## src/rtl/mem_port_arbiter.sv

```systemverilog
// Two-requester (fetch / data) arbiter for a single req/gnt/rvalid memory port.
// Holds the winner until granted and routes in-order responses via an ID queue.
module mem_port_arbiter #(
  parameter int MAX_OUTSTANDING = 2,
  parameter bit DATA_PRIO       = 1'b1
) (
  input  logic                                 clk,
  input  logic                                 rst,
  input  logic                                 instr_req_i,
  input  logic [31:0]                          instr_addr_i,
  output logic                                 instr_gnt_o,
  output logic                                 instr_rvalid_o,
  output logic [31:0]                          instr_rdata_o,
  output logic                                 instr_err_o,
  input  logic                                 data_req_i,
  input  logic                                 data_we_i,
  input  logic [3:0]                           data_be_i,
  input  logic [31:0]                          data_addr_i,
  input  logic [31:0]                          data_wdata_i,
  output logic                                 data_gnt_o,
  output logic                                 data_rvalid_o,
  output logic [31:0]                          data_rdata_o,
  output logic                                 data_err_o,
  output logic                                 mem_req_o,
  output logic                                 mem_we_o,
  output logic [3:0]                           mem_be_o,
  output logic [31:0]                          mem_addr_o,
  output logic [31:0]                          mem_wdata_o,
  input  logic                                 mem_gnt_i,
  input  logic                                 mem_rvalid_i,
  input  logic [31:0]                          mem_rdata_i,
  input  logic                                 mem_err_i,
  output logic [$clog2(MAX_OUTSTANDING+1)-1:0] outstanding_o,
  output logic                                 protocol_err_o
);

  localparam int CW = $clog2(MAX_OUTSTANDING + 1);
  localparam int PW = (MAX_OUTSTANDING > 1) ? $clog2(MAX_OUTSTANDING) : 1;

  typedef enum logic [1:0] {IDLE, HOLD_I, HOLD_D} state_t;

  state_t          state_q, state_d;
  logic            owner;          // 1 = data port, 0 = fetch port
  logic            owner_req;
  logic            last_owner_q;
  logic            grant, pop, full, empty, head;
  logic            id_q [MAX_OUTSTANDING];
  logic [PW-1:0]   wr_ptr_q, rd_ptr_q;
  logic [CW-1:0]   count_q;

  function automatic logic [PW-1:0] next_ptr(input logic [PW-1:0] p);
    return (p == PW'(MAX_OUTSTANDING - 1)) ? '0 : p + 1'b1;
  endfunction

  assign full  = (count_q == CW'(MAX_OUTSTANDING));
  assign empty = (count_q == '0);
  assign head  = id_q[rd_ptr_q];

  // NOTE: every output of this block gets a default first, so no path can infer a latch.
  always_comb begin
    owner   = 1'b0;
    state_d = IDLE;
    case (state_q)
      HOLD_I:  owner = 1'b0;
      HOLD_D:  owner = 1'b1;
      default: begin
        if (DATA_PRIO || !(instr_req_i && data_req_i)) owner = data_req_i;
        else                                           owner = ~last_owner_q;
      end
    endcase
    owner_req = owner ? data_req_i : instr_req_i;
    mem_req_o = owner_req & ~full & ~rst;
    grant     = mem_req_o & mem_gnt_i;
    if (mem_req_o && !mem_gnt_i) state_d = owner ? HOLD_D : HOLD_I;
  end

  assign mem_we_o    = owner ? data_we_i    : 1'b0;
  assign mem_be_o    = owner ? data_be_i    : 4'hF;
  assign mem_addr_o  = owner ? data_addr_i  : instr_addr_i;
  assign mem_wdata_o = owner ? data_wdata_i : 32'h0;

  assign instr_gnt_o = grant & ~owner;
  assign data_gnt_o  = grant &  owner;

  // A response without a queued ID is a protocol error and is not routed anywhere.
  assign pop            = mem_rvalid_i & ~empty & ~rst;
  assign instr_rvalid_o = pop & ~head;
  assign data_rvalid_o  = pop &  head;
  assign instr_rdata_o  = mem_rdata_i;
  assign data_rdata_o   = mem_rdata_i;
  assign instr_err_o    = mem_err_i;
  assign data_err_o     = mem_err_i;
  assign outstanding_o  = count_q;

  always_ff @(posedge clk) begin
    if (rst) begin
      state_q        <= IDLE;
      last_owner_q   <= 1'b1;
      wr_ptr_q       <= '0;
      rd_ptr_q       <= '0;
      count_q        <= '0;
      protocol_err_o <= 1'b0;
    end else begin
      state_q <= state_d;
      if (grant) begin
        wr_ptr_q     <= next_ptr(wr_ptr_q);
        last_owner_q <= owner;
      end
      if (pop) rd_ptr_q <= next_ptr(rd_ptr_q);
      case ({grant, pop})
        2'b10:   count_q <= count_q + CW'(1);
        2'b01:   count_q <= count_q - CW'(1);
        default: count_q <= count_q;
      endcase
      if (mem_rvalid_i && empty) protocol_err_o <= 1'b1;
    end
  end

  // NOTE: the ID storage is deliberately not reset; count_q gates every read of it.
  always_ff @(posedge clk) begin
    if (!rst && grant) id_q[wr_ptr_q] <= owner;
  end

endmodule
```

## config.mk

```make
export PLATFORM = sky130hd
export DESIGN_NAME = mem_port_arbiter
export DESIGN_NICKNAME = d
export VERILOG_FILES = /design/src/rtl/mem_port_arbiter.sv
export SDC_FILE = /design/constraint.sdc
export NUM_CORES = 1
export LEC_CHECK = 0
export BUFFER_PORTS_ARGS = -buffer_cell sky130_fd_sc_hd__buf_2
export CORE_AREA = 2 2 108 110
export DETAILED_ROUTE_END_ITERATION = 12
export DIE_AREA = 0 0 110 112
export PLACE_DENSITY = 0.58
export SYNTH_ARGS = -nofsm -noshare
export SYNTH_HDL_FRONTEND = slang
export SYNTH_SLANG_ARGS = --single-unit
```

## constraint.sdc

```tcl
create_clock -name clk -period 5 [get_ports clk]
set_clock_uncertainty 0.15 [all_clocks]
set_input_delay 0 -clock clk [delete_from_list [all_inputs] [get_ports clk]]
set_output_delay 0 -clock clk [all_outputs]
set_load 0.01 [all_outputs]
```

Word level (Yosys, flattened, before mapping)

Memories as Yosys holds them, arrays and structs flattened. A register that Yosys moved wholly into a read port is not among the register bits.
Index checks and enable logic that the tools add are counted.

Register bits: 7
Latch bits: 0
Bits in writable memories: 2
ROM bits: 0
Output and inout bits: 143
Memories kept: 1

Memory list:

| memory | words | bits a word | read ports | clocked after Yosys merged registers in | write ports | line | source |
|---|---|---|---|---|---|---|---|
| id_q   | 2     | 1           | 1          | 1                                       | 1           | 47   | `logic id_q [MAX_OUTSTANDING];` |

$add $sub $neg: 4
$mul: 0
Div/mod/pow operators: 0
Order comparisons: 0
Equality and inequality tests: 5
Shift-type cells: 0
Multiplexer cells: 14
Bitwise logic cells: 15
Reductions and logical operators: 8

Operators with widths:

| operator              | count |
|---|---|
| $mux W32              | 2 |
| $and A1 B1 Y1         | 9 |
| $mux W1               | 8 |
| $eq A2 B2 Y1 const B  | 3 |
| $not A1 Y1            | 6 |
| $eq A2 B1 Y1 const B  | 2 |
| $mux W4               | 1 |
| $pmux W2 S2           | 1 |
| $logic_and A1 B1 Y1   | 3 |
| $add A1 B1 Y1 const B | 2 |
| $add A2 B1 Y2 const B | 1 |
| $logic_not A1 Y1      | 2 |
| $logic_not A2 Y1      | 1 |
| $mux W2               | 1 |
| $pmux W1 S2           | 1 |
| $reduce_bool A2 Y1    | 1 |
| $reduce_or A2 Y1      | 1 |
| $sub A2 B1 Y2 const B | 1 |

Longest topological paths before layout

Gate-level depths: netlist of run 1.

Depth in word-level cells: 9
Gate-level depth with buffers: 9

Least setup slack after synthesis of run 1

OpenSTA, ideal clock, no wires.

Kind: reg-to-reg
From: reg state_q[0]
To: reg count_q[1], in the netlist outstanding_o[1]
Library setup time: 0.070 ns
Arrival time: 2.070 ns
Data required time: 4.780 ns
Setup slack: 2.709 ns
Stages on the path, launching flop included: 8
Buffers on the path: 0
Period minus slack after synthesis: 2.291 ns
Cell sequence: dfxtp_1 -> inv_1 -> ha_1 -> or3b_2 -> o2111ai_4 -> ha_1 -> or3_1 -> a21oi_1

Longest elaborated chain between the ends: 8
Elaborated cells on any way between the ends: 11

Ends and longest elaborated chain:

| element                                                  | line | source |
|---|---|---|
| from (decl)                                              | 42   | `state_t state_q, state_d;` |
| from (signal assigned)                                   | 104  | `state_q <= state_d;` |
| $eq A2 B2 Y1 / $eq A2 B1 Y1 (equally long branches)      | 63   | `case (state_q)` |
| $pmux W1 S2 *                                            | 63   |  |
| $mux W1 *                                                | 71   | `owner_req = owner ? data_req_i : instr_req_i;` |
| $and A1 B1 Y1 * (2 in series)                            | 72   | `mem_req_o = owner_req & ~full & ~rst;` |
| $and A1 B1 Y1 *                                          | 73   | `grant = mem_req_o & mem_gnt_i;` |
| $eq A2 B1 Y1 / $eq A2 B2 Y1 (equally long branches)      | 110  | `case ({grant, pop})` |
| $pmux W2 S2 / $reduce_bool A2 Y1 (equally long branches) | n/a  |  |
| to (signal assigned)                                     | 111  | `2'b10: count_q <= count_q + CW'(1);` |
| to (signal assigned)                                     | 112  | `2'b01: count_q <= count_q - CW'(1);` |
| to (signal assigned)                                     | 113  | `default: count_q <= count_q;` |
| to (decl)                                                | 49   | `logic [CW-1:0] count_q;` |

Mark *: on every way between the ends. The rest lies on a longest branch, timed or not.
A chain may end at the register's enable or synchronous reset.

Worst setup path in the final report of run 1

Same ends and word-level chain as after synthesis.

==> flow_metrics.tcl, run 1 <==
set metrics [dict create \
    htreeDepth 1 \
    dieArea_um2 12300 \
    syn_area_um2 1630 \
    grt_antenna_before_repair 0 \
    setup_viol 0 \
    cts_buffer_depth 2 \
    vias 2045 \
    powerDensity_nw_per_um2 189 \
    grt_pass1_vias 1855 \
    max_clock_freq_mhz 334 \
    status "finished clean" \
    finalSetupTns_ns 0 \
    worst_slack_ns 2.01 \
    slew_headroom_pct 23.8 \
    diodes 0 \
    final_cells 552 \
    final.min_clock_period_ns 2.99 \
    pin_count 283 \
    clk_pin_slew_ns 0.04 \
    insertion_delay_ns 0.23 \
    grt_pass1_wl_um 9290 \
    hold_buffers 37 \
    fin_nets 552 \
    cp.required_ns 5.02 \
    cts_buffers 3 \
    cts_tree "yes" \
    final-hold-violation-count 0 \
    post-cts-setup-buffers 0 \
    rsz0062_at_grt "false" \
    cts_num_sinks 10 \
    io_buffers 183 \
    cp-end-kind "register" \
    worstSetupStartpointType "register" \
    grt_max_degree 73 \
    synth_nets 403 \
    area_growth_pct 62.1 \
    core_um2 11200 \
    dp_hpwl_um 5450 \
    synth_cells 261 \
    ys_seq_area_share_pct 13.5 \
    globalplace.congestion 0.774 \
    synth-xor-area-share_pct 1.62 \
    grt-ovfl-total 0 \
    drt_wl_total_um 6840 \
    ys_ff_latch 10 \
    fillers 1244 \
    first_pass_iters 4 \
    dpl.cell_count 511 \
    vdd_ir_drop_max_mv 0.100 \
    finalCritPeriodShare_pct 59.9 \
    slew_violations 0 \
    start_util_pct 14.6 \
    worstPathMaxFanout 36 \
    die_h_um 112 \
    synth_cell_type_count 27 \
    crit_chain "inv_1 -> ha_1 -> mux2i_4 -> inv_2 -> o2111ai_4 -> ha_1 -> or3_1 -> a21oi_1" \
    synth.area.mux_share_pct 2.00 \
    cpPeakStageDelay_ns 0.93 \
    track_usage_pct 9.81 \
    hold_ws_ns 0.0849 \
    tightest_slew_ns 1.12 \
    fp.dieW_um 110 \
    cts_resized 0 \
    yosys.area_share.simple_pct 44.0 \
    hold_path_class "primary input to register" \
    root_buffer "clkbuf_16" \
    leakage_uw 0.00153 \
    via_per_inst 3.70 \
    postSynthAreaPerCell_um2 6.23 \
    yosys.area_share.adder_pct 1.54 \
    layout-drive-gt1-share_pct 46.7 \
    critPathKind "register to register" \
    drtAntennaViolNets 0 \
    drc 0 \
    dr.first_iter.drc_count 41 \
    totalPowerFinal_uw 497 \
    critical_path.most_common_cell "ha_1" \
    critical-path-slowest-cell "mux2i_4" \
    synth_top_family_by_area "simple AND/OR/NAND/NOR gates" \
    synth-compound-area-share_pct 3.31 \
    ys_warn_count 0 \
    row_count 39 \
    wl_per_cell_um 12.4 \
    cap_violations 0 \
    place_worst_setup_slack_ns 2.00 \
    crit_arrival_ns 3.01 \
]
-- placed cells by master (no fill, tap or decap), types with 2 or more instances in the layout --
| cell | count |
|---|---|
| inv_1 | 2 |
| o21ai_0 | 2 |
| edfxtp_1 | 2 |
| xor2_1 | 2 |
| nor2_1 | 12 |
| nand2b_1 | 6 |
| buf_2 | 183 |
| a21oi_1 | 2 |
| nor3_1 | 2 |
| nand2_1 | 97 |
| ha_1 | 2 |
| nor2b_1 | 2 |
| dfxtp_1 | 8 |
| and2_1 | 34 |
| dlygate4sd3_1 | 37 |
| clkbuf_16 | 3 |
-- area by class of cell --
class,count,area (µm²),area share [%]
repair buffers,221,1290,49.1
multi-input cells,171,853,32.4
flip-flops and latches,10,220,8.35
well taps,143,179,6.79
clock buffers,3,75.1,2.85
inverters,3,11.3,0.427
clock inverters,1,3.75,0.142
-- state kept, by name, summed over array words and instances (netlist names), named ones only --
signal	flops
id_q	2
outstanding_o	2
protocol_err_o	1
rd_ptr_q	1
state_q	2
wr_ptr_q	1
-- metrics by stage --
stage | utilization [%] | instance area, µm²
2_1_floorplan | - | 1630
3_3_place_gp | 19.6 | 2190
3_5_place_dp | 19.6 | 2190
4_1_cts | 23.6 | 2640
5_1_grt | 23.6 | 2640
6_report | 23.6 | 2640
-- per-layer routing --
| layer | track usage (%) | vias to the layer above | wire, µm |
|---|---|---|---|
| li1 | - | 1024 | - |
| met2 | 20.1 | 156 | 3690 |
| met4 | 1.69 | 0 | 61 |
| met3 | 2.46 | 6 | 719 |
| met5 | 0 | - | 0 |
| met1 | 9.56 | 859 | 2370 |
-- logic make-up (layout without fill, tap and decap cells) --
kind of cell,count (synthesis),after routing
fa+ha+maj,2,2
mux,2,2
flops,10,10
compound gates,6,6
xor+xnor,3,3
simple gates,158,158
buf+inv,80,228
-- critical path: cells and delay by family (launching register included) --
family          cells  cell delay [ns]
mux                 1             0.93
fa+ha+maj           2             0.64
compound gates      2             0.40
simple gates        1             0.35
flops               1             0.30
buf+inv             2             0.15
-- synth_stat cells (all sizes together) --
cell type	number	area (µm²)
nor2b	2	12.5
a21oi	2	10.0
or3b	1	8.76
o21a	1	7.51
edfxtp	2	60.1
nand3b	1	7.51
nor2	12	45.0
nor4	1	6.26
or3	1	6.26
inv	3	11.3
clkbuf	7	26.3
nand2b	6	37.5
nand3	1	5.00
ha	2	25.0
mux2i	2	32.5
dfxtp	8	160
xor2	2	17.5
o2111ai	1	26.3
xnor2	1	8.76
buf	70	516
o21ai	2	10.0
nor3	2	10.0
nand2	97	364
and2	34	213
-- report_power, final --
part / internal, µW / leakage [µW] / switching, µW
logic: 119 / 0.00141 / 142
clock network: 105 / 0.0000385 / 36.0
registers: 90.2 / 0.0000840 / 5.23
-- path summary, 6_finish.rpt --
check | from | end | slack, ns | depth (start not counted)
worst max register to register | state_q[0]$_SDFF_PP0_ | outstanding_o[1]$_SDFFE_PP0P_ | 2.01 | 8
worst min register to register | wr_ptr_q$_SDFFE_PP0N_ | wr_ptr_q$_SDFFE_PP0N_ | 0.33 | 1
worst max-delay path | state_q[0]$_SDFF_PP0_ | outstanding_o[1]$_SDFFE_PP0P_ | 2.01 | 8
worst min-delay path | instr_req_i | wr_ptr_q$_SDFFE_PP0N_ | 0.08 | 3
Power figures use the tool's default switching activity.
==> inputs of run 2 (changes only) <==
--- a/config.mk
+++ b/config.mk
@@ -6,10 +6,10 @@
 export NUM_CORES = 1
 export LEC_CHECK = 0
 export BUFFER_PORTS_ARGS = -buffer_cell sky130_fd_sc_hd__buf_2
-export CORE_AREA = 2 2 108 110
+export CORE_AREA = 2 2 109 111
 export DETAILED_ROUTE_END_ITERATION = 12
-export DIE_AREA = 0 0 110 112
-export PLACE_DENSITY = 0.58
+export DIE_AREA = 0 0 111 113
+export PLACE_DENSITY = 0.59
 export SYNTH_ARGS = -nofsm -noshare
 export SYNTH_HDL_FRONTEND = slang
 export SYNTH_SLANG_ARGS = --single-unit
==> constraint.sdc (replaced) <==
create_clock -name clk -period 2.72 [get_ports clk]
set_clock_uncertainty 0.15 [all_clocks]
set_input_delay 0 -clock clk [delete_from_list [all_inputs] [get_ports clk]]
set_output_delay 0 -clock clk [all_outputs]
set_load 0.01 [all_outputs]
==> run 2 against run 1 <==
Setup slack worse by 1.7 ns; critical path depth shrank 1; combinational power rose by 84%; via count about the same; largest power group unchanged; final cell count is 0.18% higher; critical endpoint unchanged; sequential cell count unchanged; clock power up 110%.
==> flow_metrics.tcl, run 2 (synthesis gave the netlist of run 1 again) <==
set metrics [dict create \
    root_buffer "clkbuf_16" \
    dieArea_um2 12500 \
    diodes 0 \
    drc 0 \
    fin_nets 553 \
    globalplace.congestion 0.712 \
    fin_area_um2 2650 \
    grtUsageMet3_pct 1.50 \
    io_buffers 183 \
    critPathKind "register to register" \
    hold_ws_ns 0.0945 \
    track_usage_pct 8.66 \
    area_growth_pct 63.2 \
    grt_max_degree 73 \
    grt-ovfl-total 0 \
    cts_resized 0 \
    via_per_inst 3.70 \
    cts_buffers 3 \
    dp_hpwl_um 4910 \
    final-hold-violation-count 0 \
    cts_num_sinks 10 \
    htreeDepth 1 \
    clk_pin_slew_ns 0.04 \
    vias 2046 \
    use_met1_pct 9.69 \
    finalCritPeriodShare_pct 88.2 \
    start_util_pct 14.4 \
    hold_path_class "primary input to register" \
    core_um2 11300 \
    fp.dieW_um 111 \
    cts_tree "yes" \
    layout-drive-gt1-share_pct 47.1 \
    cp.required_ns 2.73 \
    worstSetupStartpointType "register" \
    final.min_clock_period_ns 2.40 \
    worstPathMaxFanout 4 \
    crit_arrival_ns 2.41 \
    powerDensity_nw_per_um2 356 \
    pin_count 283 \
    leakage_uw 0.00154 \
    max_clock_freq_mhz 417 \
    insertion_delay_ns 0.24 \
    cp-end-kind "register" \
    drtAntennaViolNets 0 \
    reg2reg_depth 7 \
    final_cell_mix "buf_2 (183), nand2_1 (97), dlygate4sd3_1 (37)" \
    status "finished clean" \
    timing.rr.end "outstanding_o[1]$_SDFFE_PP0P_" \
    rsz0062_at_grt "false" \
    r2r-start "state_q[0]$_SDFF_PP0_" \
    grt_antenna_before_repair 0 \
    grt_pass1_wl_um 8970 \
    final_common_cell "buf_2" \
    finalSetupTns_ns 0 \
    vdd_ir_drop_max_mv 0.167 \
    row_count 39 \
    min_to "wr_ptr_q$_SDFFE_PP0N_" \
    dr.first_iter.drc_count 46 \
    grt_busiest_layer "met2" \
    die_h_um 113 \
    slew_headroom_pct 57.4 \
    wl_per_cell_um 11.6 \
    holdPathStages 3 \
    tightest_slew_ns 0.639 \
    min_from "instr_req_i" \
    grt_pass1_vias 1840 \
    dpl-instance-area_um2 2190 \
    slew_violations 0 \
    reg2reg_slack_ns 0.32 \
    use_met2_pct 16.7 \
    cts_buffer_depth 2 \
    first_pass_iters 4 \
    cap_violations 0 \
    setup_viol 0 \
    drt_wl_total_um 6390 \
]
run 2: cell types whose count changed in the layout (fill, tap and decap cells not counted), sizes merged:
cell	before	now
buf	184	185
clkbuf	3	4
clkinv	1	0
run 2: per-layer routing:
layer / share of wire (%) / vias up / wire length [µm]
li1: - / 1025 / -
met1: 38 / 857 / 2450
met2: 51 / 148 / 3240
met3: 9.2 / 16 / 586
met4: 1.9 / 0 / 122
met5: 0 / - / 0
run 2: final cells by class:
cell class / count / area [µm²]
Clock buffer: 4 / 88.8
Timing Repair Buffer: 222 / 1300
Inverter: 3 / 11.3
Multi-Input combinational cell: 171 / 853
Fill cell: 1247 / 8620
Tap cell: 143 / 179
Sequential cell: 10 / 220
run 2: how the worst max path moves through the flow:
| stage | start | endpoint | slack, ns |
|---|---|---|---|
| 6_report | state_q[0]$_SDFF_PP0_ | outstanding_o[1]$_SDFFE_PP0P_ | 0.32 |
| 4_1_cts | state_q[0]$_SDFF_PP0_ | outstanding_o[1]$_SDFFE_PP0P_ | 0.29 |
| 2_1_floorplan | state_q[0]$_SDFF_PP0_ | outstanding_o[1]$_SDFFE_PP0P_ | 0.43 |
| 3_5_place_dp | state_q[0]$_SDFF_PP0_ | outstanding_o[1]$_SDFFE_PP0P_ | 0.31 |
| 3_3_place_gp | state_q[0]$_SDFF_PP0_ | outstanding_o[1]$_SDFFE_PP0P_ | 0.36 |
| 5_1_grt | state_q[0]$_SDFF_PP0_ | outstanding_o[1]$_SDFFE_PP0P_ | 0.22 |
run 2: critical path: stages (launching register included):
cell and delay [ns]:
dfxtp_1 0.30, inv_1 0.04, ha_1 0.34, or3b_2 0.54
o2111ai_4 0.15, ha_1 0.31, or3_1 0.35, a21oi_1 0.15
run 2: repair_timing:
item                                    CTS  global route
hold buffers                             37             0
setup buffers                             0             0
endpoints found under the setup margin    0             0
endpoints found under the hold margin    73             0
run 2: per-stage QoR:
stage               setup slack (ns)  power [µW]  std cells  util, %
floorplan                      0.429         483        261        -
global placement               0.363         578        512     19.5
detailed placement             0.309         579        512     19.5
CTS                            0.293         953        553     23.5
global route                   0.221        1000        553     23.5
finish                         0.322         946        553     23.5
run 2: where the power goes:
part	switching (µW)	internal (µW)
clock	70.5	221
combinational	259	220
sequential	9.97	166
total	339	607
==> inputs of run 3 (changes only) <==
--- a/config.mk
+++ b/config.mk
@@ -5,11 +5,12 @@
 export SDC_FILE = /design/constraint.sdc
 export NUM_CORES = 1
 export LEC_CHECK = 0
+export ABC_AREA = 1
 export BUFFER_PORTS_ARGS = -buffer_cell sky130_fd_sc_hd__buf_2
 export CORE_AREA = 2 2 109 111
 export DETAILED_ROUTE_END_ITERATION = 12
 export DIE_AREA = 0 0 111 113
-export PLACE_DENSITY = 0.59
+export PLACE_DENSITY_LB_ADDON = 0.3
 export SYNTH_ARGS = -nofsm -noshare
 export SYNTH_HDL_FRONTEND = slang
 export SYNTH_SLANG_ARGS = --single-unit
==> run 3 against run 2 <==
Setup slack improved by 0.12 ns; non-clock buffer count decreased by 2; wire length decreased by 6.2%; die area unchanged; register-to-register slack improved by 0.17 ns; cell area increased by 0.99%; critical path depth increased by 2; via count increased by 9.7%; clock-buffer cell count unchanged; critical path type is now register to output port; largest cell class unchanged; highest routed layer unchanged.
==> flow_metrics.tcl, run 3 <==
set metrics [dict create \
    status "finished clean" \
    use_met1_pct 7.51 \
    synthArstFlopShare_pct 0 \
    ys_seq_area_share_pct 13.0 \
    vias 2244 \
    critical-path-slowest-cell "and2_2" \
    use_met2_pct 17.8 \
    critical_path.most_common_cell "nand2_1" \
    syn_area_um2 1700 \
    cts_buffer_depth 2 \
    cts_buffers 3 \
    grt_busiest_layer "met2" \
    max_clock_freq_mhz 440 \
    fin_nets 599 \
    grt_pass1_vias 2008 \
    synth.area.mux_share_pct 0 \
    synth-compound-area-share_pct 3.02 \
    cp.required_ns 2.57 \
    finalSetupTns_ns 0 \
    row_count 39 \
    drc 0 \
    cts_tree "yes" \
    slew_headroom_pct 66.4 \
    grt_pass1_wl_um 8720 \
    cap_violations 0 \
    vdd_ir_drop_max_mv 0.203 \
    regArea_um2 220 \
    final_cell_mix "buf_2 (183), nand2_1 (103), nor2_1 (48)" \
    synth-xor-area-share_pct 0.516 \
    leakage_uw 0.00173 \
    cp-end-kind "output port" \
    tightest_slew_ns 0.503 \
    postSynthAreaPerCell_um2 5.49 \
    synth.top_cell.area_share_pct 29.2 \
    via_per_inst 3.75 \
    root_buffer "clkbuf_16" \
    area_growth_pct 58.0 \
    dr.first_iter.drc_count 69 \
    track_usage_pct 8.41 \
    synth_top_family_by_area "buffers and inverters" \
    synth-edff-count 2 \
    hold_path_class "primary input to register" \
    core_um2 11300 \
    ys_warn_count 0 \
    start_util_pct 15.1 \
    globalplace.congestion 0.810 \
    setup_viol 0 \
    grt_max_degree 52 \
    grtUsageMet3_pct 2.09 \
    layout-drive-gt1-share_pct 41.9 \
    synthTopCellsByArea "buf_4 (29%), nand2_1 (23%), nor2_1 (11%)" \
    post-cts-setup-buffers 0 \
    die_h_um 113 \
    grt-ovfl-total 0 \
    multiInputGateArea_um2 713 \
    io_buffers 183 \
    crit_arrival_ns 2.12 \
    first_pass_iters 4 \
    post-route-util_pct 23.8 \
    synth.most_common_cell "nand2_1" \
    cts_num_sinks 10 \
    drtAntennaViolNets 0 \
    drt_wl_total_um 6000 \
    critPathKind "register to output port" \
    r2r-start "state_q[0]$_SDFF_PP0_" \
    cpPeakStageDelay_ns 0.47 \
    fp.dieW_um 111 \
    synth_cells 309 \
    reg2reg_slack_ns 0.49 \
    htreeDepth 1 \
    final-hold-violation-count 0 \
    critPathBufInv 4 \
    yosys.area_share.adder_pct 1.47 \
    diodes 0 \
    rsz0062_at_grt "false" \
    worstPathMaxFanout 36 \
    ys_ff_latch 10 \
    timing.rr.end "outstanding_o[1]$_SDFFE_PP0P_" \
    synth_top_cells_by_count "nand2_1 (103), buf_4 (66), nor2_1 (48)" \
    critical-path-top-delay-family "simple AND/OR/NAND/NOR gates" \
    startpoint "state_q[0]$_SDFF_PP0_" \
    clk_pin_slew_ns 0.04 \
    synth_nets 451 \
    wl_per_cell_um 10.0 \
    worst_slack_ns 0.446 \
    powerDensity_nw_per_um2 353 \
    yosys.area_share.simple_pct 36.9 \
    grt_antenna_before_repair 0 \
    synth_cell_type_count 21 \
    slew_violations 0 \
    finalCritPeriodShare_pct 83.6 \
    place_worst_setup_slack_ns 0.505 \
    insertion_delay_ns 0.24 \
    final.min_clock_period_ns 2.27 \
    crit_chain "inv_1 -> ha_1 -> inv_1 -> nand2_1 -> and2_2 -> inv_4 -> nand2_1 -> nand2_1 -> buf_2" \
    dieArea_um2 12500 \
    dp_hpwl_um 4680 \
    fillers 1262 \
    worstSetupStartpointType "register" \
    final_common_cell "buf_2" \
    synth_flop_cell "dfxtp_1" \
    pin_count 283 \
    crit_path_end "mem_addr_o[17]" \
    yosys.area.top_type "buf_4" \
    reg2reg_depth 13 \
    crit_cells 9 \
]
## run 3: timing repair
action                                 in CTS  in global routing
endpoints found under the hold margin      72                  0
hold buffers                               36                  0
resized for setup                           0                  0
setup endpoints to repair                   0                  0
## run 3: metal layers
metal  share of wire (%)  wire length (µm)
met3                  12               726
met5                   0                 0
met2                  55              3300
met4                 2.2               131
met1                  31              1840
## run 3: stage by stage
step,power [µW],hold WS [ns],cells,cell area (µm²)
2_1_floorplan,492,-0.0776,309,1700
3_3_place_gp,583,-0.150,559,2230
3_5_place_dp,586,-0.150,559,2230
4_1_cts,959,0.0520,599,2680
5_1_grt,1020,0.104,599,2680
6_report,946,0.0442,599,2680
## run 3: how the worst min path moves through the flow
| stage | end | from | cells after the start |
|---|---|---|---|
| global placement | data_rdata_o[3] | mem_rdata_i[3] | 0 |
| CTS | register | mem_rvalid_i | 4 |
| detailed placement | data_rdata_o[3] | mem_rdata_i[3] | 0 |
| floorplan | register | rst | 1 |
| global route | register | mem_rvalid_i | 4 |
| finish | register | mem_rvalid_i | 4 |
## run 3: worst reg2reg max path, cell delays in order, from the launching register on
cell and delay (ns):
dfxtp_1 0.30, inv_1 0.04, ha_1 0.32, inv_1 0.08, nand2_1 0.06, nand3_1 0.09
nand3_1 0.09, nor2_1 0.14, inv_1 0.10, ha_1 0.30, a21oi_1 0.12, o21ai_0 0.11
o21ai_0 0.16, a21oi_1 0.05
## run 3: layout make-up
type	instances	share of cell area [%]
Inverter	48	6.82
Tap cell	143	6.68
Clock buffer	4	3.31
Timing Repair Buffer	220	48.4
Multi-Input combinational cell	174	26.6
Sequential cell	10	8.22
## run 3: kinds of logic after synthesis
group	count (synthesis)
buffers and inverters	125
DFF	10
xor gates and xnor gates	1
AOI/OAI and AO/OA	10
adders and majority gates	2
and+or+nand+nor	161
## run 3: power by group
| group | internal [µW] | switching [µW] |
|---|---|---|
| logic | 213 | 273 |
| registers | 164 | 6.53 |
| clock network | 221 | 68.4 |
